`src/rtl/bridge_uart_responder.sv`:
```
// UART-to-bus bridge responder: parses A5/CMD/ADDR_H/ADDR_L[/DATA] request frames,
// runs one bus transaction, and answers with 0x5A followed by read data or 0x00.
module bridge_uart_responder #(
   parameter int unsigned ADDR_W      = 16,
   parameter int unsigned TIMEOUT_CYC = 1000
) (
   input  logic              clk,
   input  logic              rst_n,
   input  logic [7:0]        rx_byte,
   input  logic              rx_valid,
   output logic [7:0]        tx_byte,
   output logic              tx_valid,
   input  logic              tx_ready,
   output logic              bus_req,
   output logic              bus_we,
   output logic [ADDR_W-1:0] bus_addr,
   output logic [7:0]        bus_wdata,
   input  logic              bus_ack,
   input  logic [7:0]        bus_rdata,
   output logic [7:0]        err_cnt
);

   localparam int unsigned GAP_W   = 16;
   localparam logic [7:0]  SYNC    = 8'hA5;
   localparam logic [7:0]  ACK_TOK = 8'h5A;

   typedef enum logic [2:0] {
      S_IDLE, S_CMD, S_ADDR_H, S_ADDR_L, S_DATA, S_BUS, S_RESP0, S_RESP1
   } state_t;

   state_t             state_q, state_d;
   logic [GAP_W-1:0]   gap_q, gap_d;
   logic               we_q, we_d;
   logic [ADDR_W-1:0]  addr_q, addr_d;
   logic [7:0]         wdata_q, wdata_d;
   logic [7:0]         rdata_q, rdata_d;
   logic [7:0]         tx_byte_q, tx_byte_d;
   logic               tx_valid_q, tx_valid_d;
   logic               bus_req_q, bus_req_d;
   logic [7:0]         err_q, err_d;
   logic               err_ev;
   logic               in_frame;

   // State and datapath registers
   always_ff @(posedge clk or negedge rst_n) begin
      if (!rst_n) begin
         state_q    <= S_IDLE;
         gap_q      <= '0;
         we_q       <= 1'b0;
         addr_q     <= '0;
         wdata_q    <= '0;
         rdata_q    <= '0;
         tx_byte_q  <= '0;
         tx_valid_q <= 1'b0;
         bus_req_q  <= 1'b0;
         err_q      <= '0;
      end else begin
         state_q    <= state_d;
         gap_q      <= gap_d;
         we_q       <= we_d;
         addr_q     <= addr_d;
         wdata_q    <= wdata_d;
         rdata_q    <= rdata_d;
         tx_byte_q  <= tx_byte_d;
         tx_valid_q <= tx_valid_d;
         bus_req_q  <= bus_req_d;
         err_q      <= err_d;
      end
   end

   // Next-state, datapath and error accounting
   always_comb begin
      state_d    = state_q;
      gap_d      = '0;
      we_d       = we_q;
      addr_d     = addr_q;
      wdata_d    = wdata_q;
      rdata_d    = rdata_q;
      tx_byte_d  = tx_byte_q;
      tx_valid_d = tx_valid_q;
      bus_req_d  = bus_req_q;
      err_d      = err_q;
      err_ev     = 1'b0;
      in_frame   = (state_q == S_CMD) || (state_q == S_ADDR_H) ||
                   (state_q == S_ADDR_L) || (state_q == S_DATA);

      // Inter-byte gap only matters while a request frame is being collected
      if (in_frame) begin
         if (rx_valid) begin
            gap_d = '0;
         end else if (gap_q == GAP_W'(TIMEOUT_CYC - 1)) begin
            state_d = S_IDLE;
            err_ev  = 1'b1;
         end else begin
            gap_d = gap_q + GAP_W'(1);
         end
      end

      case (state_q)
         S_IDLE: begin
            if (rx_valid && rx_byte == SYNC) state_d = S_CMD;
         end
         S_CMD: begin
            if (rx_valid) begin
               if (rx_byte[7:1] == 7'd0) begin
                  we_d    = rx_byte[0];
                  state_d = S_ADDR_H;
               end else begin
                  state_d = S_IDLE;
                  err_ev  = 1'b1;
               end
            end
         end
         S_ADDR_H: begin
            if (rx_valid) begin
               addr_d[ADDR_W-1 -: 8] = rx_byte;
               state_d = S_ADDR_L;
            end
         end
         S_ADDR_L: begin
            if (rx_valid) begin
               addr_d[7:0] = rx_byte;
               state_d     = we_q ? S_DATA : S_BUS;
               bus_req_d   = !we_q;
            end
         end
         S_DATA: begin
            if (rx_valid) begin
               wdata_d   = rx_byte;
               state_d   = S_BUS;
               bus_req_d = 1'b1;
            end
         end
         S_BUS: begin
            if (bus_ack) begin
               rdata_d    = bus_rdata;
               bus_req_d  = 1'b0;
               tx_byte_d  = ACK_TOK;
               tx_valid_d = 1'b1;
               state_d    = S_RESP0;
            end
         end
         S_RESP0: begin
            if (tx_ready) begin
               tx_byte_d = we_q ? 8'h00 : rdata_q;
               state_d   = S_RESP1;
            end
         end
         S_RESP1: begin
            if (tx_ready) begin
               tx_valid_d = 1'b0;
               state_d    = S_IDLE;
            end
         end
         default: state_d = S_IDLE;
      endcase

      // Bytes arriving while the bridge is busy are lost
      if (rx_valid && (state_q == S_BUS || state_q == S_RESP0 || state_q == S_RESP1))
         err_ev = 1'b1;

      if (err_ev && err_q != 8'hFF) err_d = err_q + 8'd1;
   end

   assign tx_byte   = tx_byte_q;
   assign tx_valid  = tx_valid_q;
   assign bus_req   = bus_req_q;
   assign bus_we    = we_q;
   assign bus_addr  = addr_q;
   assign bus_wdata = wdata_q;
   assign err_cnt   = err_q;

endmodule

```
`config.mk`:
```
export PLATFORM = sky130hd
export DESIGN_NAME = bridge_uart_responder
export DESIGN_NICKNAME = d
export VERILOG_FILES = /design/src/rtl/bridge_uart_responder.sv
export SDC_FILE = /design/constraint.sdc
export NUM_CORES = 1
export LEC_CHECK = 0
export CAP_MARGIN = 20
export CELL_PAD_IN_SITES_DETAIL_PLACEMENT = 1
export CELL_PAD_IN_SITES_GLOBAL_PLACEMENT = 1
export CORE_ASPECT_RATIO = 0.5
export CORE_MARGIN = 1.5
export CORE_UTILIZATION = 43
export CTS_CLUSTER_DIAMETER = 100
export DETAILED_ROUTE_END_ITERATION = 12
export GPL_ROUTABILITY_DRIVEN = 0
export PLACE_DENSITY = 0.9
export SETUP_SLACK_MARGIN = 0.02
export SLEW_MARGIN = 20
export SYNTH_ARGS = -nofsm -noshare
export SYNTH_HDL_FRONTEND = slang
export SYNTH_SLANG_ARGS = --single-unit
```
`constraint.sdc`:
```
create_clock -name clk -period 5.35 [get_ports clk]
set_input_delay 1.07 -clock clk [delete_from_list [all_inputs] [get_ports clk]]
set_output_delay 1.07 -clock clk [all_outputs]
set_load 0.05 [all_outputs]
```
==> run metrics <==
LEAKAGE=1.82 nW; initial antenna violation count=0; Die Y=64.1 um; CTS-repair resized insts=0; CP Capture Type=register; Pre-antenna DRT Iters=5; RSZ-0062 raised after global routing=no; hold_ws=0.488 ns; synth-to-layout area growth=32.5%; vias per inst=5.64; Detail Placement HPWL=6060 um; endpoints failing setup=0; DRT antenna net count=0; CP arrival=3.15 ns; worst IR drop on VDD=0.000420 V; worst-case clock skew=0.0114 ns; FFs w/ async S/R, synth=100%; nets@finish=381; hold endpoint=bus_addr[1]$_DFFE_PN0P_; status=complete, no violations; Setup TNS Final=0 ns; Worst R2R End=gap_q[12]$_DFF_PN0_; global-route wire length before repair=15800 um; crit-path max FO=8; worst-margin pin slew=0.944 ns; CP Cell Sequence=clkdlybuf4s50_1 > nor4_1 > a211oi_4 > nor2_2 > mux2_4; Reg2Reg Setup Slack=2.91 ns; Placed Cells=443; vias in the first global route=2892; drt wl/cell=20.8 um; Total Routing Usage GR=26.2%; min-delay src=bus_addr[1]$_DFFE_PN0P_; Crit-path slowest cell=nor4_1; EDFF count, synth=0; final period utilization=54.5%; Initial Util=44.1%; pre-CTS setup slack=2.15 ns; PortBufs=63; CTS Buf Count=9; Non-Filler Instances=459; mapped cell area=3210 um2; Seq/Total Area, Yosys=54.5%; Root Buffer=clkbuf_16; layout cells sized above 1=14.3%; clock transition at the registers of the reported paths=0.07 ns; drt total wl=9560 um; num ports=64; Die Footprint=8030 um2; row count=22; worst skew pair latency=0.35 ns; Longest Clk Path Bufs=2; max-capacitance violation count=0; r2r worst-path depth=4; ys flop type=dfrtp_1; diodes inserted=0; PnR worst setup slack=2.44 ns; gr ovfl total=0; Final Hold Fails=0; Synth Net Count=319; Period minus WS final=2.91 ns; FF-to-FF Start=gap_q[12]$_DFF_PN0_; Startpoint Class=input port; Worst Hold Class=register to register; Avg Cell Area, Syn=10.9 um2; Pwr Density=655 nW/um2; clock sink count=70; Max stage delay on crit path=0.82 ns; fmax=343 MHz; Core Box Area=7290 um2; Pins Over Slew Limit=0; post-synthesis cell type count=52; # Post-CTS Setup Buffers=0; hold depth=2; DRC viols=0; CTS H-tree depth=3; Yosys warnings=0; Yosys reg bits=70; Gate Count Post-Synth=296; Initial DRC Count=145; max_slew headroom=36.5%; CP delay by family, top=simple AND/OR/NAND/NOR gates; hold buffer count at CTS=0; Crit Path Category=input port to register; largest net degree at the start of global routing=71; CP required=5.59 ns; Buf/Inv on CP=1; Die Span X=125 um; CTS tree=done; Vias=2589
==> through the flow <==
stage	power, mW	cell area [um2]	utilization, %
floorplan	1.65	3210	-
global placement	1.99	3910	53.6
detailed placement	2.06	3910	53.6
CTS	2.80	4260	58.4
global route	2.90	4260	58.4
finish	2.79	4260	58.4
==> power breakdown <==
part | leakage [nW] | switching, mW | internal (mW)
clock network | 0.172 | 0.235 | 0.467
registers | 0.897 | 0.186 | 0.705
logic | 0.753 | 0.766 | 0.431
==> cell usage after synthesis (all sizes together) (2+ instances only) <==
cell,instances,share of area [%]
a211oi,2,0.86
a21oi,5,0.78
a2bb2oi,2,0.55
a31oi,2,0.39
and2,3,0.58
and3,7,1.4
and4,4,1.1
buf,3,0.62
clkbuf,10,1.2
dfrtp,70,54
ha,2,0.78
inv,10,1.2
mux2,26,9.2
mux2i,3,0.93
nand2,40,4.7
nand2b,2,0.39
nand3,13,2.0
nand4,3,0.58
nand4b,2,0.55
nor2,25,3.0
nor2b,2,0.39
nor3,3,0.82
nor4,4,0.97
o211ai,2,0.47
o21ai,13,2.0
o221ai,2,0.55
o311ai,4,1.1
or3,3,0.62
or4,2,0.58
xnor2,11,3.0
xor2,8,2.2
==> layout make-up <==
| type | count | area [um2] |
|---|---|---|
| Fill cell | 747 | 3040 |
| Sequential cell | 70 | 1750 |
| Multi-Input combinational cell | 202 | 1360 |
| Timing Repair Buffer | 64 | 633 |
| Clock buffer | 10 | 239 |
| Tap cell | 96 | 120 |
| Clock inverter | 6 | 109 |
| Inverter | 11 | 41.3 |
==> sequential cells by signal, indices dropped and copies added (netlist names) <==
register	flops
bus_addr	16
state_q	3
tx_byte	8
gap_q	16
bus_we	1
bus_wdata	8
bus_req	1
err_cnt	8
rdata_q	8
tx_valid	1
==> kinds of logic (layout without fill, tap and decap cells) <==
kind of cell / count (synthesis) / count (layout) / share of synthesized area (%)
flops: 70 / 70 / 54.5
fa+ha+maj: 2 / 2 / 0.778
buf+inv: 24 / 91 / 3.07
simple gates: 114 / 114 / 18.0
compound gates: 38 / 38 / 8.29
mux: 29 / 29 / 10.2
xor+xnor: 19 / 19 / 5.18
==> routing by layer <==
layer | up-vias | wire length [um] | GRT usage, %
met5 | - | 0 | 0
met4 | 0 | 286 | 12.8
met3 | 31 | 320 | 7.12
met2 | 66 | 5140 | 47.3
met1 | 1330 | 3810 | 29.1
li1 | 1162 | - | -
==> how the worst max path moves through the flow <==
stage | start | to | slack, ns | depth (start not counted)
floorplan | rx_byte[1] | err_cnt[1]$_DFFE_PN0P_ | 2.94 | 4
global placement | rx_byte[1] | err_cnt[1]$_DFFE_PN0P_ | 2.24 | 5
detailed placement | rx_byte[1] | err_cnt[1]$_DFFE_PN0P_ | 2.15 | 5
CTS | rx_byte[1] | err_cnt[1]$_DFFE_PN0P_ | 2.44 | 5
global route | rx_valid | bus_addr[10]$_DFFE_PN0P_ | 2.33 | 4
finish | rx_byte[1] | err_cnt[1]$_DFFE_PN0P_ | 2.44 | 5
==> worst min-delay path: stages, from the launching register on <==
cell	delay, ns
dfrtp_1	0.34
nand2_1	0.05
nand2_1	0.06
==> placed cells by master (no fill, tap or decap), drive strengths merged, types with 5 or more instances in the layout <==
master	count
inv	10
nand2	40
and3	7
xor2	8
clkdlybuf4s50	62
a21oi	5
dfrtp	70
mux2	26
clkbuf	10
o21ai	13
nand3	13
nor2	25
xnor2	11
(Power assumes the default switching activity.)
